$ cat src/rtl/memtype_write_queue.sv
`default_nettype none
// ============================================================================
//  Module      : memtype_write_queue
//  Description : Posted-write queue behind the memory-type classifier. Buffers
//                translated writes in order and dispatches each to the cache
//                write port, the uncached Avalon port, or the Avalon port
//                followed by a cache-line invalidate. Provides an address
//                snoop for read-after-write hazard detection.
//  Revision    : 1.0 - initial release
// ============================================================================
module memtype_write_queue #(
    parameter int DEPTH = 4
) (
    input  logic        clk,
    input  logic        rst,

    input  logic        wr_do,
    output logic        wr_ready,
    input  logic [31:0] wr_address,
    input  logic [31:0] wr_data,
    input  logic [3:0]  wr_byteenable,
    input  logic        wr_cache_disable,
    input  logic        wr_write_transparent,

    output logic        cachewr_do,
    output logic [29:0] cachewr_address,
    output logic [31:0] cachewr_data,
    output logic [3:0]  cachewr_byteenable,
    input  logic        cachewr_done,

    output logic [29:0] avm_address,
    output logic        avm_write,
    output logic [31:0] avm_writedata,
    output logic [3:0]  avm_byteenable,
    input  logic        avm_waitrequest,

    output logic        cacheinv_do,
    output logic [27:0] cacheinv_address,
    input  logic        cacheinv_done,

    input  logic [29:0] snoop_address,
    output logic        pending_match,
    output logic        empty
);

    localparam int c_PTR_W = $clog2(DEPTH);
    localparam logic [c_PTR_W:0] c_FULL = (c_PTR_W+1)'(DEPTH);

    typedef enum logic [1:0] {
        S_IDLE       = 2'd0,
        S_CACHE      = 2'd1,
        S_UNCACHED   = 2'd2,
        S_INVALIDATE = 2'd3
    } state_t;

    // Entry storage
    logic [29:0]        r_addr [DEPTH];
    logic [31:0]        r_data [DEPTH];
    logic [3:0]         r_be   [DEPTH];
    logic [DEPTH-1:0]   r_cd;
    logic [DEPTH-1:0]   r_wt;
    logic [DEPTH-1:0]   r_valid;

    logic [c_PTR_W-1:0] r_wr_ptr;
    logic [c_PTR_W-1:0] r_rd_ptr;
    logic [c_PTR_W:0]   r_count;
    logic [c_PTR_W:0]   w_count_next;
    logic               r_ready;

    state_t             r_state;
    state_t             w_state_next;

    logic               w_push;
    logic               w_pop;
    logic               w_match;

    // Byte-lane bits of the request address are not stored
    logic               w_unused_addr_lsbs;
    assign w_unused_addr_lsbs = ^wr_address[1:0];

    // Ready is registered, so a pop never frees a slot for a push in the same cycle
    assign w_push = wr_do & r_ready;

    // Occupancy after this cycle's push/pop
    always_comb begin
        w_count_next = r_count;
        if (w_push && !w_pop) begin
            w_count_next = r_count + (c_PTR_W+1)'(1);
        end else if (!w_push && w_pop) begin
            w_count_next = r_count - (c_PTR_W+1)'(1);
        end
    end

    // FIFO pointers, occupancy, valid bits and payload storage
    always_ff @(posedge clk) begin
        if (rst) begin
            r_wr_ptr <= '0;
            r_rd_ptr <= '0;
            r_count  <= '0;
            r_ready  <= 1'b1;
            r_valid  <= '0;
        end else begin
            r_count <= w_count_next;
            r_ready <= (w_count_next != c_FULL);
            if (w_pop) begin
                r_valid[r_rd_ptr] <= 1'b0;
                r_rd_ptr          <= r_rd_ptr + c_PTR_W'(1);
            end
            if (w_push) begin
                r_valid[r_wr_ptr] <= 1'b1;
                r_addr[r_wr_ptr]  <= wr_address[31:2];
                r_data[r_wr_ptr]  <= wr_data;
                r_be[r_wr_ptr]    <= wr_byteenable;
                r_cd[r_wr_ptr]    <= wr_cache_disable;
                r_wt[r_wr_ptr]    <= wr_write_transparent;
                r_wr_ptr          <= r_wr_ptr + c_PTR_W'(1);
            end
        end
    end

    // Dispatch state register
    always_ff @(posedge clk) begin
        if (rst) begin
            r_state <= S_IDLE;
        end else begin
            r_state <= w_state_next;
        end
    end

    // Dispatch sequencing: route the head, wait for its completion, then pop
    always_comb begin
        w_state_next = r_state;
        w_pop        = 1'b0;
        case (r_state)
            S_IDLE: begin
                if (r_count != '0) begin
                    if (r_cd[r_rd_ptr] || r_wt[r_rd_ptr]) begin
                        w_state_next = S_UNCACHED;
                    end else begin
                        w_state_next = S_CACHE;
                    end
                end
            end
            S_CACHE: begin
                if (cachewr_done) begin
                    w_pop        = 1'b1;
                    w_state_next = S_IDLE;
                end
            end
            S_UNCACHED: begin
                if (!avm_waitrequest) begin
                    if (r_wt[r_rd_ptr]) begin
                        w_state_next = S_INVALIDATE;
                    end else begin
                        w_pop        = 1'b1;
                        w_state_next = S_IDLE;
                    end
                end
            end
            S_INVALIDATE: begin
                if (cacheinv_done) begin
                    w_pop        = 1'b1;
                    w_state_next = S_IDLE;
                end
            end
            default: begin
                w_state_next = S_IDLE;
            end
        endcase
    end

    // Read-after-write snoop over every valid entry, including the one in flight
    always_comb begin
        w_match = 1'b0;
        for (int i = 0; i < DEPTH; i++) begin
            if (r_valid[i] && (r_addr[i] == snoop_address)) begin
                w_match = 1'b1;
            end
        end
    end

    // Port data mirrors the head entry; strobes come from the state register alone
    always_comb begin
        cachewr_do         = (r_state == S_CACHE);
        avm_write          = (r_state == S_UNCACHED);
        cacheinv_do        = (r_state == S_INVALIDATE);
        cachewr_address    = r_addr[r_rd_ptr];
        cachewr_data       = r_data[r_rd_ptr];
        cachewr_byteenable = r_be[r_rd_ptr];
        avm_address        = r_addr[r_rd_ptr];
        avm_writedata      = r_data[r_rd_ptr];
        avm_byteenable     = r_be[r_rd_ptr];
        cacheinv_address   = r_addr[r_rd_ptr][29:2];
        wr_ready           = r_ready;
        pending_match      = w_match;
        empty              = (r_count == '0) && (r_state == S_IDLE);
    end

endmodule
`default_nettype wire

$ cat config.mk
export PLATFORM = sky130hd
export DESIGN_NAME = memtype_write_queue
export DESIGN_NICKNAME = d
export VERILOG_FILES = /design/src/rtl/memtype_write_queue.sv
export SDC_FILE = /design/constraint.sdc
export NUM_CORES = 1
export LEC_CHECK = 0
export ABC_CLOCK_PERIOD_IN_PS = 3500
export CAP_MARGIN = 30
export CORE_ASPECT_RATIO = 1.4
export CORE_MARGIN = 4
export CORE_UTILIZATION = 40
export DETAILED_ROUTE_END_ITERATION = 12
export PLACE_DENSITY_LB_ADDON = 0.08
export SLEW_MARGIN = 40
export SYNTH_ARGS = -nofsm -noshare
export SYNTH_HDL_FRONTEND = slang
export SYNTH_SLANG_ARGS = --single-unit
$ cat constraint.sdc
create_clock -name clk -period 3.5 [get_ports clk]
set_clock_uncertainty 0.2 [all_clocks]
set_input_delay 0.875 -clock clk [delete_from_list [all_inputs] [get_ports clk]]
set_output_delay 0.875 -clock clk [all_outputs]
set_load 0.03 [all_outputs]
After elaboration in Yosys (flattened, before gate mapping):

Memory sizes are Yosys's and may differ from the RTL's. A register that Yosys moved wholly into a read port is not among the register bits.
Cells that the tools add are included.

* add/sub/neg operators: 4
* order comparisons: 4
* equality and inequality tests: 12
* muxes and demuxes: 40
* bitwise operators: 5
* reductions and logical operators: 17

Operators by type and width (number)
* $eq 30x30->1: 4
* $mux 2: 12
* $mux 1: 15
* $mux 4: 3
* $logic_and 1x1->1: 9
* $bwmux 4: 2
* $pmux 2 s4: 1
* $lt 2x3->1 const B: 2
* $mux 3: 2
* $add 2x1->2 const B: 2
* $and 4x4->4: 1
* $bmux 1 s2: 2
* $demux 1 s2: 2
* $eq 2x2->1 const B: 2
* $ge 2x1->1 const B: 2
* $ne 2x1->1 const B: 2
* $ne 2x2->1 const B: 2
* $not 4->4: 1
* $or 4x4->4: 1
* $reduce_and 4->1: 1
* $add 3x1->3 const B: 1
* $logic_not 3->1: 1
* $ne 3x3->1 const B: 1
* $pmux 1 s3: 1
* other kinds (9): 10

* register bits: 22
* memory bits (writable): 264
* word-level logic and storage cells: 93
* memories: 3

Memory list
* r_data: depth 4, width 32, read ports 1, clocked after memory_dff 1, write ports 1, line 58 `logic [31:0] r_data [DEPTH];`
* r_addr: depth 4, width 30, read ports 5, clocked after memory_dff 1, write ports 1, line 57 `logic [29:0] r_addr [DEPTH];`
* r_be: depth 4, width 4, read ports 1, clocked after memory_dff 1, write ports 1, line 59 `logic [3:0] r_be [DEPTH];`

Depth between registers and ports, before layout:

* depth in word-level cells: 10
* gate-level depth with buffers: 8

Worst setup path before layout:

Ideal clock, no wire load.

* kind: input port to flip-flop
* from: input wr_do
* to: memory r_addr[0][0] (enable)
* setup time: 0.434 ns
* data arrival time: 2.956 ns
* required time: 2.866 ns
* setup slack: -0.090 ns
* cell stages on the path: 4
* path through: nand2_1 -> clkbuf_1 -> nor2_1 -> and2_1

* longest elaborated chain between the ends: 4

RTL lines
* start: declaration: line 17 `input logic wr_do,`
* $and 1x1->1: line 82 `assign w_push = wr_do & r_ready;`
* $mux 1: line 109 `if (w_push) begin`
* $mux 1: line 96 `if (rst) begin`
* $mux 1 (not written as such): line 111 `r_addr[r_wr_ptr] <= wr_address[31:2];`
* end: declaration: line 57

Every way passes these cells.

Worst setup path in the final report:

* from: input snoop_address[19]
* to: output pending_match

* longest elaborated chain between the ends: 6
* elaborated cells between the ends (all ways): 12

RTL lines
* start: declaration: line 41 `input logic [29:0] snoop_address,`
* $eq 30x30->1: line 176 `if (r_valid[i] && (r_addr[i] == snoop_address)) begin`
* $logic_and 1x1->1: line 176
* $mux 1 (3 in series): line 176
* $mux 1 *: line 176
* end: declaration: line 42 `output logic pending_match,`

Every way passes the cells marked *; elsewhere a longest branch is shown, timed or not.

==> flow_summary.yaml <==
yosys:
  synthArstFlopShare_pct: 0
  syn-num-nets: 860
  synthMostInstantiatedCell: "edfxtp_1"
  synthCells: 743
  synth_area_um2: 12790
  synth-edff-count: 272
  yosysUniqueCellTypes: 36
  yosys-top-cells-area: "edfxtp_1, mux4_2, xnor2_1, buf_4, xor2_1"
  synth_top_cell_by_area: "edfxtp_1"
  syn_avg_cell_area_um2: 17.22
  yosysTopAreaCellShare_pct: 63.85
  yosysSeqAreaShare_pct: 66.35
  ys_ff_latch: 288
  synth_common_cells: "edfxtp_1, buf_4, xnor2_1, mux4_2, xor2_1"
  yosysWarnings: 0
  ys.flop_type: "edfxtp_1"
die:
  die_area_um2: 34950
  start_util_pct: 40.48
  die_w_um: 159.1
  rows: 77
  core_um2: 31600
  io_pins: 272
  die_h_um: 219.6
detailed_routing:
  wire_per_inst_um: 22.52
  dr.max_layer_used: "met5"
  via_per_inst: 5.123
  firstDrtPassIters: 4
  wl_met3_mm: 1.727
  wl_met2_mm: 16.86
  wl_met1_mm: 11.95
  detail-route-antenna-nets: 0
  drc: 0
  routed_wl_mm: 31.40
  drt_iter0_drc: 252
  vias: 7142
sta:
  post-route-min-period_ns: 3.395
  tightest_slew_ns: 0.4564
  slew_viol_final: 0
  finalHoldViolations: 0
  worst_hold_slack_ns: 0.2998
  finalWorstSetupSlack_ns: 0.1046
  finalCritPeriodShare_pct: 97.01
  slew_headroom_pct: 69.47
  setup_viol: 0
  fmax_mhz: 294.5
global_route:
  grt_max_degree: 57
  overflow: 0
  grt_usage_pct: 17.62
  grt_pass1_vias: 7776
  antenna_found_initial: 4
  grt_pass1_wl_mm: 46.74
worst_setup_path:
  end_kind: "output pin"
  start_kind: "input port"
  arrival_ns: 2.32
  path_class: "input port to output pin"
  required_ns: 2.42
  worstPathMaxFanout: 4
placement:
  gp_congestion: 0.8775
  hpwlAfterDp_mm: 22.61
  placed_cell_area_um2: 15770
  port_buffers: 269
  pre_cts_ws_ns: -0.3783
final_layout:
  n_fill_cell: 2644
  area_growth_syn_to_layout_pct: 30.56
  final_core_util_pct: 52.85
  fin_area_um2: 16700
  layout-drive-gt1-share_pct: 22.47
  nets: 1093
clock_tree:
  clkTransAtPathRegs_ns: 0.07
  clockRootBuffer: "clkbuf_16"
  cts_tree: "built"
  cts_buffers: 27
  htreeDepth: 1
  cts_buffer_depth: 3
  worstSkewPairLatency_ns: 0.54
  cts_sinks: 288
status:
  status: "complete, no violations"
worst_hold_path:
  hp-class: "flop to flop"
power:
  irDropWorstVdd_v: 0.0004977
  power_density_nw_per_um2: 641.9
  p_leak_nw: 5.939
run:
  cap_violations: 0
## final timing paths
path	start	endpoint	slack [ns]	depth (start not counted)
max	snoop_address[19]	pending_match	0.10	9
min	r_valid[3]	r_valid[3]	0.30	1
max reg2reg	r_rd_ptr[0]	wr_ready	1.16	7
min reg2reg	r_valid[3]	r_valid[3]	0.30	1
## worst max-delay path, cell delays in order
cell and delay [ns]:
dlygate4sd2_1 0.29, buf_4 0.15, xor2_1 0.13, buf_4 0.15
nor4_2 0.15, buf_4 0.16, nand4_1 0.09, nand4_1 0.16
buf_6 0.15
## layout by cell type, fill, tap and decap left out, types with 11 or more instances in the layout
| master | count |
|---|---|
| edfxtp_1 | 272 |
| mux4_2 | 67 |
| nand4_1 | 25 |
| xnor2_2 | 20 |
| dlymetal6s2s_1 | 19 |
| xnor2_1 | 61 |
| buf_4 | 55 |
| clkdlybuf4s50_1 | 90 |
| nor2_1 | 15 |
| dlygate4sd2_1 | 149 |
| dfxtp_1 | 14 |
| clkbuf_16 | 27 |
| xor2_1 | 44 |
| ha_1 | 11 |
## sequential cells by signal, indices dropped and copies added, names as in the netlist, named ones only
signal,count
r_wr_ptr,2
wr_ready,1
r_state,2
r_be,16
r_wt,4
r_data,128
r_rd_ptr,2
r_valid,4
r_cd,4
r_count,3
r_addr,120
## per-stage QoR
stage | setup TNS [ns] | instances | power [mW]
2_1_floorplan | 0 | 743 | 6.963
3_3_place_gp | -0.3984 | 1342 | 8.244
3_5_place_dp | -0.3783 | 1342 | 8.278
4_1_cts | -0.1650 | 1392 | 10.85
5_1_grt | -0.006577 | 1393 | 11.17
6_report | 0 | 1394 | 10.72
## repair_timing
action                     CTS  global route
hold buffers                 0             0
setup endpoints to repair  149             1
resized for setup          171            57
setup buffers                0             0
pin swaps                    4            18
## report_power, final
group	internal [mW]	leakage (nW)	total [mW]	switching (mW)
Sequential	3.96	2.60	4.13	0.163
Clock	1.71	0.432	2.94	1.23
Combinational	1.40	2.90	3.66	2.26
## layer usage
layer | track usage (%) | vias up
met2 | 33.20 | 229
met4 | 5.441 | 2
met5 | 0 | -
met1 | 20.05 | 3636
met3 | 3.742 | 45
li1 | - | 3230
## kinds of logic after synthesis
| family | count (synthesis) | share of synthesized area [%] |
|---|---|---|
| adder cells (fa/ha/maj) | 11 | 1.076 |
| buffers and inverters | 140 | 6.974 |
| XOR/XNOR | 125 | 8.558 |
| flip-flops | 288 | 66.35 |
| AO/OA/AOI/OAI | 23 | 1.311 |
| multiplexers | 71 | 12.11 |
| AND/OR/NAND/NOR | 85 | 3.619 |
## final cells by class
cell class	instances	area (um2)	area share [%]
diodes	2	5.005	0.02997
clock buffers	30	686.9	4.113
clock inverters	20	200.2	1.199
inverters	9	33.78	0.2023
multi-input cells	315	3635	21.76
flip-flops and latches	288	8496	50.87
well taps	395	494.2	2.959
repair buffers	335	3151	18.86
Note: power is estimated with default switching activity, not from simulation.
